==> config.mk <==
export PLATFORM = sky130hd
export DESIGN_NAME = int_arbiter
export DESIGN_NICKNAME = d
export VERILOG_FILES = /design/src/rtl/int_arbiter.sv
export SDC_FILE = /design/constraint.sdc
export NUM_CORES = 1
export LEC_CHECK = 0
export ABC_AREA = 1
export BUFFER_PORTS_ARGS = -buffer_cell sky130_fd_sc_hd__buf_2
export CAP_MARGIN = 10
export CORE_MARGIN = 3
export CORE_UTILIZATION = 50
export CTS_CLUSTER_DIAMETER = 30
export DETAILED_ROUTE_END_ITERATION = 6
export PLACE_DENSITY = 0.85
export RECOVER_POWER = 50
export REMOVE_ABC_BUFFERS = 1
export SETUP_SLACK_MARGIN = 0.2
export SYNTH_ARGS = -nofsm -noshare
export SYNTH_HDL_FRONTEND = slang
export SYNTH_SLANG_ARGS = --single-unit
==> constraint.sdc <==
create_clock -name clk -period 2.95 [get_ports clk]
set_input_delay 0.295 -clock clk [delete_from_list [all_inputs] [get_ports clk]]
set_output_delay 0.295 -clock clk [all_outputs]
set_load 0.02 [all_outputs]
==> src/rtl/int_arbiter.sv <==
// int_arbiter: latches rising irq edges, filters them through a mask and grants one device ID
// per int_ack/eoi handshake. Define INT_ARBITER_ROUND_ROBIN_EN for round-robin selection (default: fixed priority).
module int_arbiter #(
   parameter  int DEV_ID_SIZE = 3,
   localparam int DEVS        = 2**DEV_ID_SIZE
) (
   input  logic                   clk,
   input  logic                   rst,
   input  logic [DEVS-1:0]        irq,
   input  logic                   mask_we,
   input  logic [DEVS-1:0]        mask_wdata,
   input  logic                   int_ack,
   input  logic                   eoi,
   output logic                   int_req,
   output logic [DEV_ID_SIZE-1:0] dev_id,
   output logic                   id_valid,
   output logic                   busy,
   output logic [DEVS-1:0]        pending,
   output logic [DEVS-1:0]        mask
);

   typedef enum logic [1:0] {
      IDLE    = 2'd0,
      REQ     = 2'd1,
      SERVICE = 2'd2
   } state_t;

   state_t                 state_r;
   logic [DEVS-1:0]        irq_q;
   logic [DEVS-1:0]        edge_s;
   logic [DEVS-1:0]        eligible_s;
   logic                   any_eligible_s;
   logic [DEV_ID_SIZE-1:0] winner_s;
   logic                   grant_s;
   logic [DEVS-1:0]        clear_s;

   assign edge_s         = irq & ~irq_q;
   assign eligible_s     = pending & ~mask;
   assign any_eligible_s = |eligible_s;
   assign grant_s        = (state_r == REQ) && int_ack && any_eligible_s;
   assign clear_s        = grant_s ? ({{(DEVS-1){1'b0}}, 1'b1} << winner_s) : {DEVS{1'b0}};

`ifdef INT_ARBITER_ROUND_ROBIN_EN
   logic [DEV_ID_SIZE-1:0] last_id;
   logic [DEV_ID_SIZE-1:0] cand_s;

   // Round-robin winner: scan offsets from far to near so the nearest eligible line after last_id sticks.
   always_comb begin
      winner_s = {DEV_ID_SIZE{1'b0}};
      cand_s   = {DEV_ID_SIZE{1'b0}};
      for (int k = DEVS; k >= 1; k--) begin
         cand_s   = last_id + DEV_ID_SIZE'(k);
         winner_s = eligible_s[cand_s] ? cand_s : winner_s;
      end
   end

   // Round-robin pointer follows every grant.
   always_ff @(posedge clk) begin
      if (rst) begin
         last_id <= {DEV_ID_SIZE{1'b1}};
      end else if (grant_s) begin
         last_id <= winner_s;
      end else begin
         last_id <= last_id;
      end
   end
`else
   // Fixed-priority winner: scanning high to low leaves the lowest eligible index.
   always_comb begin
      winner_s = {DEV_ID_SIZE{1'b0}};
      for (int k = DEVS - 1; k >= 0; k--) begin
         winner_s = eligible_s[k] ? DEV_ID_SIZE'(k) : winner_s;
      end
   end
`endif

   // Edge capture, pending latch (a new edge beats a same-cycle grant clear) and mask register.
   always_ff @(posedge clk) begin
      if (rst) begin
         irq_q   <= {DEVS{1'b0}};
         pending <= {DEVS{1'b0}};
         mask    <= {DEVS{1'b0}};
      end else begin
         irq_q   <= irq;
         pending <= (pending & ~clear_s) | edge_s;
         if (mask_we) begin
            mask <= mask_wdata;
         end else begin
            mask <= mask;
         end
      end
   end

   // Request/service handshake with registered outputs.
   always_ff @(posedge clk) begin
      if (rst) begin
         state_r  <= IDLE;
         int_req  <= 1'b0;
         id_valid <= 1'b0;
         busy     <= 1'b0;
         dev_id   <= {DEV_ID_SIZE{1'b0}};
      end else begin
         id_valid <= 1'b0;
         case (state_r)
            IDLE: begin
               if (any_eligible_s) begin
                  state_r <= REQ;
                  int_req <= 1'b1;
               end else begin
                  state_r <= IDLE;
               end
            end
            REQ: begin
               if (!any_eligible_s) begin
                  state_r <= IDLE;
                  int_req <= 1'b0;
               end else if (int_ack) begin
                  state_r  <= SERVICE;
                  int_req  <= 1'b0;
                  busy     <= 1'b1;
                  id_valid <= 1'b1;
                  dev_id   <= winner_s;
               end else begin
                  state_r <= REQ;
               end
            end
            SERVICE: begin
               if (eoi) begin
                  state_r <= IDLE;
                  busy    <= 1'b0;
               end else begin
                  state_r <= SERVICE;
               end
            end
            default: begin
               state_r <= IDLE;
               int_req <= 1'b0;
               busy    <= 1'b0;
            end
         endcase
      end
   end

endmodule

==> results.sh, run 1 <==
export IMPL_cpMaxStageDelayCell="clkinv_1"
export IMPL_die_y_um=57.70
export IMPL_clk_latency_ns=0.32
export IMPL_drv_slew=0
export IMPL_min_to="irq_q[6]"
export IMPL_std_cell_rows=18
export IMPL_syn_instance_count=182
export IMPL_synth_top_family_by_area="simple AND/OR/NAND/NOR gates"
export IMPL_worstRegToRegCells=9
export IMPL_yosys_area_top_type="dfxtp_1"
export IMPL_postCtsHoldBufs=0
export IMPL_setup_viol=0
export IMPL_dpl_cell_area_mm2=0.001570
export IMPL_synth_area_mux_share=0
export IMPL_core_mm2=0.002500
export IMPL_outcome="completed"
export IMPL_r2r_end="pending[6]"
export IMPL_hpwl_um=1968
export IMPL_cts_setup_buffers=0
export IMPL_cts_root_buffer="clkbuf_4"
export IMPL_post_route_cells_drive_above_1_share=0.2052
export IMPL_hold_violations=0
export IMPL_start_util=0.5345
export IMPL_yosys_top_cells_count="nand2_1 (35), dfxtp_1 (32), inv_1 (32)"
export IMPL_holdPathStages=3
export IMPL_dr_pass1_iters=4
export IMPL_cts_tree="built"
export IMPL_fillers=238
export IMPL_end_kind="flop"
export IMPL_grt_overflow_total=0
export IMPL_power_leakage_nw=0.8022
export IMPL_nets=249
export IMPL_grt_max_degree=20
export IMPL_fin_util=0.6436
export IMPL_p_per_area_mw_per_mm2=597.3
export IMPL_syn_avg_cell_area_um2=7.342
export IMPL_crit_required_ns=3.16
export IMPL_synth_xor_area_frac=0
export IMPL_maxSlewHeadroom=0.5708
export IMPL_synth_top_area_share=0.4794
export IMPL_vias=1199
export IMPL_h_tree_depth=2
export IMPL_cp_start_kind="primary input"
export IMPL_netlist_area_mm2=0.001336
export IMPL_slowest_delay_ns=0.58
export IMPL_drtIter0Drc=19
export IMPL_whs_ns=0.1816
export IMPL_fin_area_mm2=0.001609
export IMPL_die_area_mm2=0.003329
export IMPL_cts_resized=0
export IMPL_yosysWarnings=0
export IMPL_n_antenna_cell=0
export IMPL_yosysMostFrequentCell="nand2_1"
export IMPL_worstPathCellList="clkbuf_1 -> clkinv_1 -> nand2_1 -> o21ai_1"
export IMPL_critPathKind="in2reg"
export IMPL_cts_path_max_buffers=2
export IMPL_grt_pass1_wl_um=4574
export IMPL_ios=43
export IMPL_setup_tns_ns=0
export IMPL_min_period_ns=1.448
export IMPL_maxCapViolCount=0
export IMPL_rsz0062_at_grt="no"
export IMPL_hold_path_class="in2reg"
export IMPL_cts_buffers=5
export IMPL_synthFlopType="dfxtp_1"
export IMPL_antenna_found_initial=0
export IMPL_ys_async_sr_fraction=0
export IMPL_timing_final_crit_share=0.4908
export IMPL_numPortBuffers=42
export IMPL_grt_use_total=0.1769
export IMPL_synth_adder_area_share=0
export IMPL_synth_compound_area_frac=0.1199
export IMPL_synth_distinct_cells=22
export IMPL_wirelength_um=2580
export IMPL_wl_per_cell_um=9.961
export IMPL_netlist_top_cells_area="dfxtp_1 (48%), nand2_1 (9.8%), inv_1 (9.0%)"
export IMPL_hp_start="irq[6]"
export IMPL_r2r_start="mask[0]"
export IMPL_peakVddDrop_uv=448.1
export IMPL_r2r_setup_slack_ns=1.59
export IMPL_via_per_inst=4.629
export IMPL_globalplace_congestion=0.7338
export IMPL_clock_sink_count=32
export IMPL_ys_seq_elements=32
export IMPL_worst_pin_slew_ns=0.6439
export IMPL_skew_ns=0.004758
export IMPL_cts_clk_slew_worst_paths_ns=0.09
export IMPL_cp_max_fo=19
export IMPL_arrival_ns=1.66
export IMPL_synth_simple_area_share=0.2884
export IMPL_fmax_ghz=0.6906
export IMPL_drc=0
export IMPL_ant_nets=0
export IMPL_synth_edf_count=0
export IMPL_grt_pass1_vias=1117
export IMPL_die_w_um=57.70
export IMPL_area_growth_pct=20.41
export IMPL_ys_seq_area_frac=0.4794
-- per-layer routing --
metal	vias up	part of all wire	GRT usage
li1	656	-	-
met1	509	0.46	0.2171
met2	32	0.45	0.2726
met3	2	0.076	0.07795
met4	0	0.0062	0.06954
met5	-	0	0
-- cell families (layout without fill, tap and decap cells) --
kind of cell	Yosys count	in the layout
AO/OA/AOI/OAI	29	29
buffers and inverters	39	86
flip-flops	32	32
AND/OR/NAND/NOR	82	82
-- how the worst max path moves through the flow --
stage	from	to	slack [ns]
2_1_floorplan	mask[0]	pending[6]	1.60
3_3_place_gp	rst	pending[3]	1.54
3_5_place_dp	rst	pending[3]	1.52
4_1_cts	pending[7]	pending[6]	1.59
5_1_grt	rst	mask[2]	1.28
6_report	rst	pending[3]	1.50
-- cell type report --
cell class                 instances  area, um2  area share
inverter                          36      136.4     0.08476
tap                               30      37.54     0.02333
multi-input combinational        111      545.5      0.3390
sequential                        32      640.6      0.3981
clock buffer                       8      58.81     0.03655
timing repair buffer              42      190.2      0.1182
-- report_power, final --
| part | switching [mW] | internal [mW] |
|---|---|---|
| combinational | 0.147 | 0.0717 |
| clock | 0.135 | 0.118 |
| sequential | 0.0201 | 0.469 |
| total | 0.303 | 0.659 |
-- registers in the layout, summed over array words and instances (netlist names) --
name / count
irq_q: 8
mask: 8
pending: 8
dev_id: 3
state_r: 2
busy: 1
id_valid: 1
int_req: 1
-- placed cells by master (no fill, tap or decap), drive strengths merged --
| master | count |
|---|---|
| a21oi | 11 |
| or2 | 1 |
| dfxtp | 32 |
| nand4 | 2 |
| clkbuf | 24 |
| inv | 34 |
| nand3 | 12 |
| nand3b | 1 |
| nor2 | 29 |
| a211oi | 1 |
| buf | 26 |
| nand2 | 37 |
| clkinv | 2 |
| o21ai | 17 |
-- critical path, delay by kind of cell --
kind | cells | cell delay (ns)
and+or+nand+nor | 1 | 0.23
buffers and inverters | 2 | 1.06
AOI/OAI and AO/OA | 1 | 0.07
-- metrics by stage --
| stage | power, mW | std cells | setup slack (ns) |
|---|---|---|---|
| global placement | 0.7178 | 251 | 1.535 |
| global route | 1.025 | 259 | 1.284 |
| finish | 0.9611 | 259 | 1.502 |
| CTS | 0.9765 | 259 | 1.589 |
| floorplan | 0.6567 | 179 | 1.601 |
| detailed placement | 0.7235 | 251 | 1.524 |
Note: power is estimated with default switching activity, not from simulation.
==> inputs of run 2 (changes only) <==
--- a/config.mk
+++ b/config.mk
@@ -9,10 +9,10 @@
 export BUFFER_PORTS_ARGS = -buffer_cell sky130_fd_sc_hd__buf_2
 export CAP_MARGIN = 10
 export CORE_MARGIN = 3
-export CORE_UTILIZATION = 50
+export CORE_UTILIZATION = 44
 export CTS_CLUSTER_DIAMETER = 30
 export DETAILED_ROUTE_END_ITERATION = 6
-export PLACE_DENSITY = 0.85
+export PLACE_DENSITY = 0.79
 export RECOVER_POWER = 50
 export REMOVE_ABC_BUFFERS = 1
 export SETUP_SLACK_MARGIN = 0.2
==> constraint.sdc (replaced) <==
create_clock -name clk -period 1.3 [get_ports clk]
set_input_delay 0.13 -clock clk [delete_from_list [all_inputs] [get_ports clk]]
set_output_delay 0.13 -clock clk [all_outputs]
set_load 0.02 [all_outputs]
==> run 2 against run 1 <==
  * The run now ends with negative setup slack left
  * Sequential cell count stayed put
  * Non-clock buffer count is 12 higher
  * Register-to-register slack worse by 1.6 ns
  * Clock-buffer cell count stayed put
  * Hold slack worse by 0.17 ns
  * Power grew to 2.5 times the previous value
  * Clock power is 130% higher
  * Combinational power grew to 3.2 times the previous value
  * First-iteration DRC count is 100% higher
  * Worst setup slack worse by 1.5 ns
  * Critical path type is now reg2reg
  * Largest power group unchanged
==> results.sh, run 2 (synthesized netlist as in run 1, its figures left out) <==
export IMPL_outcome="finished with violations"
export IMPL_violations="negative setup slack"
export IMPL_p_per_area_mw_per_mm2=1279
export IMPL_grt_util_met3=0.07128
export IMPL_ant_nets=0
export IMPL_die_area_mm2=0.003734
export IMPL_grtUsageMet1=0.2013
export IMPL_nets=261
export IMPL_drtIter0Drc=38
export IMPL_crit_required_ns=1.54
export IMPL_dr_pass1_iters=4
export IMPL_cp_max_fo=4
export IMPL_end_kind="flop"
export IMPL_busiest_layer="met2"
export IMPL_peakVddDrop_uv=770.0
export IMPL_hold_path_class="in2reg"
export IMPL_arrival_ns=1.59
export IMPL_critPathBufInv=0
export IMPL_fmax_ghz=0.7424
export IMPL_n_antenna_cell=0
export IMPL_maxCapViolCount=0
export IMPL_post_route_cells_drive_above_1_share=0.4564
export IMPL_cts_clk_slew_worst_paths_ns=0.10
export IMPL_holdPathStages=3
export IMPL_clock_sink_count=32
export IMPL_grt_use_total=0.1683
export IMPL_min_period_ns=1.347
export IMPL_numPortBuffers=42
export IMPL_core_mm2=0.002829
export IMPL_antenna_found_initial=0
export IMPL_cts_buffers=5
export IMPL_cts_tree="built"
export IMPL_h_tree_depth=2
export IMPL_power_leakage_nw=0.9258
export IMPL_cts_root_buffer="clkbuf_4"
export IMPL_reg_top3="irq_q x8, mask x8, pending x8"
export IMPL_worstRegToRegCells=7
export IMPL_critPathLaunch="state_r[1]"
export IMPL_final_common_cell="buf_2"
export IMPL_globalplace_congestion=0.7883
export IMPL_cp_start_kind="flop"
export IMPL_cpMaxStageDelayCell="dfxtp_2"
export IMPL_timing_final_crit_share=1.036
export IMPL_cp_depth=7
export IMPL_wirelength_um=3190
export IMPL_r2r_start="state_r[1]"
export IMPL_grt_pass1_vias=1102
export IMPL_die_y_um=61.11
export IMPL_setup_viol=6
export IMPL_whs_ns=0.01221
export IMPL_critPathKind="reg2reg"
export IMPL_via_per_inst=4.713
export IMPL_hpwl_um=2094
export IMPL_skew_ns=0.009393
export IMPL_std_cell_rows=19
export IMPL_cp_top_family="simple AND/OR/NAND/NOR gates"
export IMPL_slowest_delay_ns=0.36
export IMPL_final_cell_mix="buf_2 (33), inv_1 (26), dfxtp_1 (24)"
export IMPL_wl_per_cell_um=11.73
export IMPL_vias=1282
export IMPL_hold_violations=0
export IMPL_drc=0
export IMPL_area_growth_pct=40.92
export IMPL_maxSlewHeadroom=0.7300
export IMPL_clk_latency_ns=0.33
export IMPL_drv_slew=0
export IMPL_ios=43
export IMPL_worstPathCellList="or2_4 -> nor2_4 -> nand2_2 -> nor2_4 -> nand4_1 -> nand2_1 -> nand2_1"
export IMPL_start_util=0.4724
export IMPL_hp_start="irq[0]"
export IMPL_dp_slack_ns=-0.02637
export IMPL_finalWorstSetupSlack_ns=-0.04693
export IMPL_total_power_mw=2.409
export IMPL_grt_max_degree=16
export IMPL_cts_path_max_buffers=2
export IMPL_die_w_um=61.11
export IMPL_rsz0062_at_grt="yes"
export IMPL_worst_pin_slew_ns=0.4045
export IMPL_use_met2=0.2674
export IMPL_grt_pass1_wl_um=4623
export IMPL_grt_overflow_total=0
[run 2: repair_timing]
| item | in CTS | in global routing |
|---|---|---|
| endpoints found under the setup margin | 16 | 20 |
| endpoints found under the hold margin | 0 | 1 |
| hold buffers | 0 | 1 |
| buffers inserted | 4 | 1 |
| pin swaps | 2 | 13 |
| resized for setup | 9 | 55 |
[run 2: layout make-up]
cell class	count	area, um2
Sequential cell	32	650.6
Tap cell	31	38.79
Inverter	36	145.1
Timing Repair Buffer	54	306.5
Fill cell	269	945.9
Multi-Input combinational cell	111	683.2
Clock buffer	8	58.81
[run 2: metal layers]
metal | up-vias | routed length [um]
met4 | 0 | 49
met2 | 35 | 1545
met1 | 568 | 1397
li1 | 674 | -
met3 | 5 | 196
met5 | - | 0
[run 2: report_power, final]
part	switching (mW)	internal, mW	leakage, nW
Sequential	0.0543	1.07	0.268
Clock	0.327	0.267	0.0326
Combinational	0.423	0.268	0.625
[run 2: final timing paths]
kind	to	slack, ns
min reg2reg	pending[7]	0.39
max reg2reg	pending[5]	-0.05
max	pending[5]	-0.05
min	irq_q[0]	0.01
[run 2: worst min-delay path, cell delays in order]
cell    delay, ns
buf_2        0.09
inv_1        0.04
nor2_1       0.04
[run 2: metrics by stage]
| step | setup TNS, ns | util | cells | cell area (um2) |
|---|---|---|---|---|
| global route | -0.6750 | 0.6656 | 272 | 1883 |
| global placement | -0.004323 | 0.5714 | 258 | 1617 |
| CTS | -0.007540 | 0.6108 | 270 | 1728 |
| detailed placement | -0.05119 | 0.5714 | 258 | 1617 |
| finish | -0.1516 | 0.6656 | 272 | 1883 |
| floorplan | -0.2541 | - | 179 | 1323 |
